==> src/rtl/clock_timekeeper_pkg.sv <==
// Shared types, constants and time-step helpers for the 12-hour timekeeper.
package clock_pkg;
   localparam int HOUR_WIDTH = 4;
   localparam int MIN_WIDTH  = 6;

   localparam logic [MIN_WIDTH-1:0]  MAX_SEC  = 6'd59;
   localparam logic [MIN_WIDTH-1:0]  MAX_MIN  = 6'd59;
   localparam logic [HOUR_WIDTH-1:0] MAX_HOUR = 4'd12;
   localparam logic [HOUR_WIDTH-1:0] MIN_HOUR = 4'd1;

   // FSM encoding kept as plain constants so older tools can share it
   typedef logic [1:0] state_t;
   localparam state_t ST_STOPPED = 2'd0;
   localparam state_t ST_RUN     = 2'd1;
   localparam state_t ST_SET     = 2'd2;

   typedef struct packed {
      logic                  pm;
      logic [HOUR_WIDTH-1:0] hour;
   } hour_pm_t;

   // 12 -> 1 keeps the meridiem; 11 -> 12 is where AM/PM flips
   function automatic hour_pm_t next_hour(input logic [HOUR_WIDTH-1:0] hour,
                                          input logic                  pm);
      hour_pm_t r;
      r.pm   = pm;
      r.hour = hour + 4'd1;
      if (hour == MAX_HOUR)
         r.hour = MIN_HOUR;
      else if (hour == (MAX_HOUR - 4'd1))
         r.pm = ~pm;
      return r;
   endfunction

   function automatic logic [MIN_WIDTH-1:0] next_min(input logic [MIN_WIDTH-1:0] min);
      return (min == MAX_MIN) ? '0 : min + 6'd1;
   endfunction
endpackage

==> src/rtl/clock_timekeeper_if.sv <==
// Control/time bus of the timekeeper. With TIMEKEEPER_CHIME_EN defined the
// bus also carries the top-of-hour chime pulse.
interface clock_timekeeper_if;
   import clock_pkg::*;

   logic                  run_en_pi;
   logic                  set_mode_pi;
   logic                  increment_minute_pi;
   logic                  increment_hour_pi;
   logic [MIN_WIDTH-1:0]  seconds_po;
   logic [MIN_WIDTH-1:0]  minutes_po;
   logic [HOUR_WIDTH-1:0] hours_po;
   logic                  pm_po;
   logic                  sec_pulse_po;
`ifdef TIMEKEEPER_CHIME_EN
   logic                  chime_po;

   modport master (output run_en_pi, set_mode_pi, increment_minute_pi, increment_hour_pi,
                   input  seconds_po, minutes_po, hours_po, pm_po, sec_pulse_po, chime_po);
   modport slave  (input  run_en_pi, set_mode_pi, increment_minute_pi, increment_hour_pi,
                   output seconds_po, minutes_po, hours_po, pm_po, sec_pulse_po, chime_po);
`else
   modport master (output run_en_pi, set_mode_pi, increment_minute_pi, increment_hour_pi,
                   input  seconds_po, minutes_po, hours_po, pm_po, sec_pulse_po);
   modport slave  (input  run_en_pi, set_mode_pi, increment_minute_pi, increment_hour_pi,
                   output seconds_po, minutes_po, hours_po, pm_po, sec_pulse_po);
`endif
endinterface

==> src/rtl/clock_timekeeper_tick_prescaler.sv <==
// Divides clk by TICKS_PER_SEC; o_tick is high in the last cycle of each
// second so the consumer updates on that same edge.
module tick_prescaler #(
   parameter int TICKS_PER_SEC = 100
) (
   input  logic clk,
   input  logic i_clr,
   input  logic i_en,
   output logic o_tick
);
   localparam int               CW   = $clog2(TICKS_PER_SEC);
   localparam logic [CW-1:0]    LAST = CW'(TICKS_PER_SEC - 1);

   logic [CW-1:0] r_cnt;

   assign o_tick = i_en && (r_cnt == LAST);

   // count while enabled, hold otherwise; clear wins over everything
   always_ff @(posedge clk) begin
      if (i_clr)
         r_cnt <= '0;
      else if (i_en)
         r_cnt <= o_tick ? '0 : r_cnt + CW'(1);
   end
endmodule

==> src/rtl/clock_timekeeper.sv <==
// 12-hour time-of-day keeper with run/stop/set modes.
// Optional: define TIMEKEEPER_CHIME_EN to add chime_po on the bus.
module clock_timekeeper
   import clock_pkg::*;
#(
   parameter int TICKS_PER_SEC = 100,
   parameter int RESET_HOUR    = 12,
   parameter int RESET_MIN     = 0
) (
   input  logic               clk_pi,
   input  logic               rst_n_pi,
   clock_timekeeper_if.slave  bus
);
   localparam logic [HOUR_WIDTH-1:0] R_HOUR = HOUR_WIDTH'(RESET_HOUR);
   localparam logic [MIN_WIDTH-1:0]  R_MIN  = MIN_WIDTH'(RESET_MIN);

   state_t                w_state;
   logic                  w_tick;
   logic                  w_pre_clr;
   hour_pm_t              w_hour_inc;
   logic [MIN_WIDTH-1:0]  r_sec;
   logic [MIN_WIDTH-1:0]  r_min;
   logic [HOUR_WIDTH-1:0] r_hour;
   logic                  r_pm;
   logic                  r_sec_pulse;

   // mode decode: set beats run, run beats stopped; it governs this edge
   always_comb begin
      w_state = ST_STOPPED;
      if (bus.set_mode_pi)
         w_state = ST_SET;
      else if (bus.run_en_pi)
         w_state = ST_RUN;
   end

   // prescaler restarts from zero whenever SET is active or on reset
   assign w_pre_clr  = !rst_n_pi || (w_state == ST_SET);
   assign w_hour_inc = next_hour(r_hour, r_pm);

   tick_prescaler #(.TICKS_PER_SEC(TICKS_PER_SEC)) u_pre (
      .clk    (clk_pi),
      .i_clr  (w_pre_clr),
      .i_en   (w_state == ST_RUN),
      .o_tick (w_tick)
   );

   // time-of-day registers: carry chain in RUN, user stepping in SET
   always_ff @(posedge clk_pi) begin
      if (!rst_n_pi) begin
         r_sec       <= '0;
         r_min       <= R_MIN;
         r_hour      <= R_HOUR;
         r_pm        <= 1'b0;
         r_sec_pulse <= 1'b0;
      end else begin
         r_sec_pulse <= 1'b0;
         case (w_state)
            ST_RUN: begin
               r_sec_pulse <= w_tick;
               if (w_tick) begin
                  r_sec <= (r_sec == MAX_SEC) ? '0 : r_sec + 6'd1;
                  if (r_sec == MAX_SEC) begin
                     r_min <= next_min(r_min);
                     if (r_min == MAX_MIN) begin
                        r_hour <= w_hour_inc.hour;
                        r_pm   <= w_hour_inc.pm;
                     end
                  end
               end
            end
            ST_SET: begin
               r_sec <= '0;
               // minute and hour steps are independent: no carry between them
               if (bus.increment_minute_pi)
                  r_min <= next_min(r_min);
               if (bus.increment_hour_pi) begin
                  r_hour <= w_hour_inc.hour;
                  r_pm   <= w_hour_inc.pm;
               end
            end
            default: ;
         endcase
      end
   end

   assign bus.seconds_po   = r_sec;
   assign bus.minutes_po   = r_min;
   assign bus.hours_po     = r_hour;
   assign bus.pm_po        = r_pm;
   assign bus.sec_pulse_po = r_sec_pulse;

`ifdef TIMEKEEPER_CHIME_EN
   logic r_chime;

   // chime only on a counted rollover into a new hour, never on SET stepping
   always_ff @(posedge clk_pi) begin
      if (!rst_n_pi)
         r_chime <= 1'b0;
      else
         r_chime <= (w_state == ST_RUN) && w_tick &&
                    (r_sec == MAX_SEC) && (r_min == MAX_MIN);
   end

   assign bus.chime_po = r_chime;
`endif
endmodule

==> src/flat_wrapper.sv <==
// flat-port wrapper written by rule: the top's interface ports become plain ports
module clock_timekeeper_flat import clock_pkg::*;
#(
   parameter int TICKS_PER_SEC = 100,
   parameter int RESET_HOUR    = 12,
   parameter int RESET_MIN     = 0
)
  (clk_pi, rst_n_pi, bus_run_en_pi, bus_set_mode_pi, bus_increment_minute_pi, bus_increment_hour_pi, bus_seconds_po, bus_minutes_po, bus_hours_po, bus_pm_po, bus_sec_pulse_po);
  clock_timekeeper_if bus_i ();
  input  logic clk_pi;
  input  logic rst_n_pi;
  input wire logic [$bits(bus_i.run_en_pi)-1:0] bus_run_en_pi;
  input wire logic [$bits(bus_i.set_mode_pi)-1:0] bus_set_mode_pi;
  input wire logic [$bits(bus_i.increment_minute_pi)-1:0] bus_increment_minute_pi;
  input wire logic [$bits(bus_i.increment_hour_pi)-1:0] bus_increment_hour_pi;
  output wire logic [$bits(bus_i.seconds_po)-1:0] bus_seconds_po;
  output wire logic [$bits(bus_i.minutes_po)-1:0] bus_minutes_po;
  output wire logic [$bits(bus_i.hours_po)-1:0] bus_hours_po;
  output wire logic [$bits(bus_i.pm_po)-1:0] bus_pm_po;
  output wire logic [$bits(bus_i.sec_pulse_po)-1:0] bus_sec_pulse_po;
  assign bus_i.run_en_pi = bus_run_en_pi;
  assign bus_i.set_mode_pi = bus_set_mode_pi;
  assign bus_i.increment_minute_pi = bus_increment_minute_pi;
  assign bus_i.increment_hour_pi = bus_increment_hour_pi;
  assign bus_seconds_po = bus_i.seconds_po;
  assign bus_minutes_po = bus_i.minutes_po;
  assign bus_hours_po = bus_i.hours_po;
  assign bus_pm_po = bus_i.pm_po;
  assign bus_sec_pulse_po = bus_i.sec_pulse_po;
  clock_timekeeper #(.TICKS_PER_SEC(TICKS_PER_SEC), .RESET_HOUR(RESET_HOUR), .RESET_MIN(RESET_MIN)) u_core (.clk_pi(clk_pi), .rst_n_pi(rst_n_pi), .bus(bus_i));
endmodule
==> config.mk <==
export PLATFORM = sky130hd
export DESIGN_NAME = clock_timekeeper_flat
export DESIGN_NICKNAME = d
export VERILOG_FILES = /design/src/rtl/clock_timekeeper_pkg.sv /design/src/rtl/clock_timekeeper_if.sv /design/src/rtl/clock_timekeeper_tick_prescaler.sv /design/src/rtl/clock_timekeeper.sv /design/src/flat_wrapper.sv
export SDC_FILE = /design/constraint.sdc
export NUM_CORES = 1
export LEC_CHECK = 0
export ABC_AREA = 1
export CAP_MARGIN = 20
export CORE_MARGIN = 10
export CORE_UTILIZATION = 54
export CTS_BUF_LIST = sky130_fd_sc_hd__clkbuf_4
export DETAILED_ROUTE_END_ITERATION = 10
export PLACE_DENSITY = 0.81
export SKIP_LAST_GASP = 1
export SYNTH_ARGS = -nofsm -noshare
export SYNTH_HDL_FRONTEND = slang
export SYNTH_SLANG_ARGS = --single-unit
export TNS_END_PERCENT = 50
==> constraint.sdc <==
create_clock -name clk_pi -period 1.9 [get_ports clk_pi]
set_input_delay 0.19 -clock clk_pi [delete_from_list [all_inputs] [get_ports clk_pi]]
set_output_delay 0.19 -clock clk_pi [all_outputs]
set_load 0.05 [all_outputs]
### Word level (Yosys, flattened, before mapping)

Cells that the tools add are included.

* word-level logic and storage cells: 55
* register bits after elaboration: 25
* output and inout port bits: 18
* input port bits: 6

* eq/ne operators: 12
* bitwise operators: 1
* muxes and demuxes: 24
* reductions and logical operators: 8
* $add $sub $neg: 4

Operators with widths (count)
* $mux 6: 6
* $pmux 6 s2: 2
* $mux 4: 5
* $add 6x1->6 const B: 2
* $eq 6x6->1 const B: 2
* $eq 4x4->1 const B: 2
* $pmux 4 s2: 1
* $add 7x1->7 const B: 1
* $eq 7x7->1 const B: 1
* $mux 1: 7
* $mux 7: 1
* $ne 2x1->1 const B: 3
* $reduce_and 5->1: 1
* $add 4x1->4 const B: 1
* $ne 2x2->1 const B: 2
* $reduce_and 2->1: 2
* $reduce_and 4->1: 1
* $eq 2x1->1 const B: 1
* $eq 2x2->1 const B: 1
* $mux 2: 1
* $pmux 1 s2: 1
* $reduce_bool 2->1: 1
* $logic_and 1x1->1: 1
* $logic_not 1->1: 1
* other kinds (2): 2

### Depth between registers and ports, before layout

* depth after elaboration: 7
* depth in mapped cells: 9
* depth with buffers taken out: 9

### Hierarchy

From an unflattened synthesis, not the netlist that was laid out.

* cell total of the unflattened synthesis: 215
* area, all modules: 1501.4 um2

By module, submodules not included
* clock_timekeeper: seq. area each 360.3 um2, cells an instance 157, area each 1106.1 um2, times used 1
* tick_prescaler: seq. area each 140.1 um2, cells an instance 58, area each 395.4 um2, times used 1

### Worst setup path after synthesis

Ideal clock, no wire load.

* path type: reg-to-reg
* start point: reg u_core.r_sec[0] (netlist: u_core.bus.seconds_po[0])
* end point: reg u_core.r_min[0] (netlist: u_core.bus.minutes_po[0])
* arrival time: 1.672 ns
* library setup time: 0.115 ns
* buffers on the path: 0
* stages on the path, launching flop included: 9
* setup slack: 0.113 ns
* clock period less this slack: 1.787 ns
* required time: 1.785 ns
* cell sequence: dfxtp_1 -> ha_1 -> nand3_1 -> nor2_2 -> nor2_1 -> nor2_4 -> nand2_2 -> o21ai_1 -> nor2_1

* word-level cells in the longest chain between the ends: 3

RTL lines
* from (decl): RTL line clock_timekeeper.sv:21 `logic [MIN_WIDTH-1:0] r_sec;`
* from (signal assigned): RTL line clock_timekeeper.sv:61 `r_sec <= (r_sec == MAX_SEC) ? '0 : r_sec + 6'd1;`
* $eq 6x6->1: RTL line clock_timekeeper.sv:62 `if (r_sec == MAX_SEC) begin`
* $ne 2x1->1 (no source line)
* $reduce_and 4->1 (no source line)
* to (signal assigned): RTL line clock_timekeeper.sv:63 `r_min <= next_min(r_min);`
* to (signal assigned): RTL line clock_timekeeper.sv:75 `r_min <= next_min(r_min);`
* to (decl): RTL line clock_timekeeper.sv:22 `logic [MIN_WIDTH-1:0] r_min;`

No other way between the ends.
A chain may end at the register's enable or synchronous reset.

### Final worst setup path

* start point: reg u_core.r_min[0] (netlist: u_core.bus.minutes_po[0])
* end point: out bus_minutes_po[0]

RTL lines
* to (decl): RTL line flat_wrapper.sv:17 `output wire logic [$bits(bus_i.minutes_po)-1:0] bus_minutes_po;`

No word-level cell between the ends.

==> impl_metrics.toml <==
[routing]
antenna_left = 0
wl_um = 3111
wl_per_cell_um = 12.86
drt_iter0_drc = 70
drtPass1Iterations = 4
vias = 1289
vias_per_cell = 5.326
route.detailed.drc = 0

[worst_hold_path]
min_path_cells = 2
hp-class = "reg2reg"
hold_end = "u_core.u_pre.r_cnt[1]"
min_from = "u_core.u_pre.r_cnt[1]"

[layout]
layout.cells.most_common = "nand2_1"
antenna_cells = 0
final_core_util_pct = 68.43
final_layout_size_suffix_gt1_share_pct = 14.15
final_area_mm2 = 0.001695
nets = 224
areaGrowthSynthToFinish_pct = 21.63
final_cell_mix = "36 x nand2_1, 25 x dfxtp_1, 21 x clkdlybuf4s50_1"
layout.cells.non_filler = 242
nFillCells = 211

[synthesis]
async_reset_ff_share_pct = 0
synth.area.top_cells = "dfxtp_1 36%, nand2_1 9.7%, nor2_1 5.1%, a21oi_1 4.7%, ha_1 4.5%"
postSynthCellCount = 185
synth_area_mm2 = 0.001394
synth_top_cell_by_area = "dfxtp_1"
ys_seq_elements = 25
syn_area_per_cell_um2 = 7.534
synth_top_area_share_pct = 35.91
ys.flop_type = "dfxtp_1"
ys_warn_count = 0
synth.distinct_cells = 33
yosysSeqAreaShare_pct = 35.91
synth_nets = 196
synth_edf_count = 0

[worst_setup_path]
crit_buf_inv = 1
cp.arrival_ns = 1.64
path_depth = 1
timing_worst_setup_path_type = "reg2out"
r2r-end = "u_core.bus.minutes_po[0]"
crit_family = "buffers and inverters"
worstPathCellList = "clkdlybuf4s50_1"
r2r_cells = 8
r2r_setup_slack_ns = 0.32
cpPeakStageDelay_ns = 0.85
reg2reg_from = "u_core.bus.seconds_po[0]"
cp-start-kind = "flip-flop"
crit_path_end_kind = "output pin"
slowest_stage = "clkdlybuf4s50_1"
cp_max_fo = 7
critPathRequiredTime_ns = 1.71

[cts]
cts_root_buf = "clkbuf_4"
h-tree-depth = 1
clock_path_buffers = 2
cts_made_buffers = 3
cts.clk_slew.worst_paths_ns = 0.14
ctsHoldBuffers = 0
clkLatencyLatePin_ns = 0.33
cts.sinks = 25
cts_tree = "done"

[timing]
slew-limit-headroom_pct = 66.08
maxSlewViolCount = 0
fmax_ghz = 0.5458
hold_viol = 0
setup_ws_ns = 0.06784
grt_setup_unrepaired = "no"
finalCriticalPeriod_ns = 1.832
period_share_pct = 96.43
clock-skew-final_ns = 0.007897
tns_ns = 0
max_slew.worst_pin.slew_ns = 0.5072
setup_viol = 0

[placed_design]
dp.cells = 238
io_buffers = 23
hpwlAfterDp_um = 2557
gp_congestion = 0.8641
dpl_worst_slack_ns = 0.2469
dpl_cell_area_mm2 = 0.001664

[global_routing]
grtUsageTotal_pct = 12.52
grt_max_degree = 16
grt_first_pass_wirelength_um = 5457
grt_pass1_vias = 1235
antenna_found_initial = 0
overflow = 0

[pwr]
vdd_drop_max_mv = 0.5174
p_per_area_mw_per_mm2 = 558.6
p_leak_nw = 0.6041

[floorplanning]
fp.dieH_um = 70.81
io-pin-count = 24
die_area_mm2 = 0.005013
fp-row-count = 18
start_util_pct = 56.26
core-area_mm2 = 0.002477
die_w_um = 70.81

[job]
cap_violations = 0

[status]
status = "finished clean"
==> final cells by class <==
| class | instances | area [um2] | share of cell area [%] |
|---|---|---|---|
| clock buffers | 3 | 22.52 | 1.328 |
| clock inverters | 1 | 7.507 | 0.4428 |
| inverters | 21 | 88.84 | 5.240 |
| multi-input cells | 138 | 799.5 | 47.16 |
| flip-flops and latches | 25 | 500.5 | 29.52 |
| well taps | 30 | 37.54 | 2.214 |
| repair buffers | 24 | 239.0 | 14.10 |
==> what timing repair did <==
item	4_1_cts	5_1_grt
buffers inserted	0	0
resized for setup	1	1
setup endpoints to repair	1	1
==> sequential cells by signal, summed over array words and instances (netlist names) <==
signal,count
u_core.bus.hours_po,4
u_core.bus.minutes_po,6
u_core.bus.pm_po,1
u_core.bus.sec_pulse_po,1
u_core.bus.seconds_po,6
u_core.u_pre.r_cnt,7
==> kinds of logic after synthesis <==
logic type	count (synthesis)	share of synthesized area (%)
AND/OR/NAND/NOR	96	36.54
buffers and inverters	22	6.732
AO/OA/AOI/OAI	31	12.57
flip-flops	25	35.91
adder cells (fa/ha/maj)	5	4.488
XOR/XNOR	6	3.771
==> cells in the mapped netlist (all sizes together) (2+ instances only) <==
master / count
ha: 5
o21ai: 10
nor3b: 3
nand3b: 2
xor2: 3
nand3: 15
nand4: 4
o21bai: 2
nor2: 24
nand2: 44
o22ai: 3
dfxtp: 25
a21oi: 14
xnor2: 3
nor3: 3
inv: 20
==> report_power, final <==
part / leakage [nW] / switching [mW] / internal, mW
Sequential: 0.203 / 0.0150 / 0.535
Clock: 0.0139 / 0.165 / 0.0806
Combinational: 0.388 / 0.0973 / 0.0538
Total: 0.604 / 0.278 / 0.670
==> layer usage <==
metal | part of all wire, % | track usage (%) | wire length, um
met5 | 0 | 0 | 0
met4 | 1.2 | 3.226 | 37
met3 | 5.2 | 2.650 | 161
met2 | 50 | 22.85 | 1549
met1 | 44 | 14.26 | 1362
==> worst max path at each step <==
stage,startpoint,end,slack [ns]
final,u_core.bus.minutes_po[0],bus_minutes_po[0],0.07
after global routing,u_core.bus.hours_po[0],bus_hours_po[0],0.004
after floorplan,u_core.bus.seconds_po[0],u_core.bus.minutes_po[0],0.11
after global placement,bus_set_mode_pi,u_core.bus.minutes_po[0],0.29
after CTS,u_core.bus.minutes_po[4],bus_minutes_po[4],0.05
after detailed placement,bus_set_mode_pi,u_core.bus.minutes_po[0],0.25
==> per-stage QoR <==
stage / power (mW) / hold slack (ns)
global route: 0.9961 / 0.5324
finish: 0.9470 / 0.4984
global placement: 0.7091 / 0.4822
CTS: 0.9574 / 0.5003
floorplan: 0.6637 / 0.3378
detailed placement: 0.7132 / 0.4801
No activity file was read; power rests on OpenSTA's default activity.
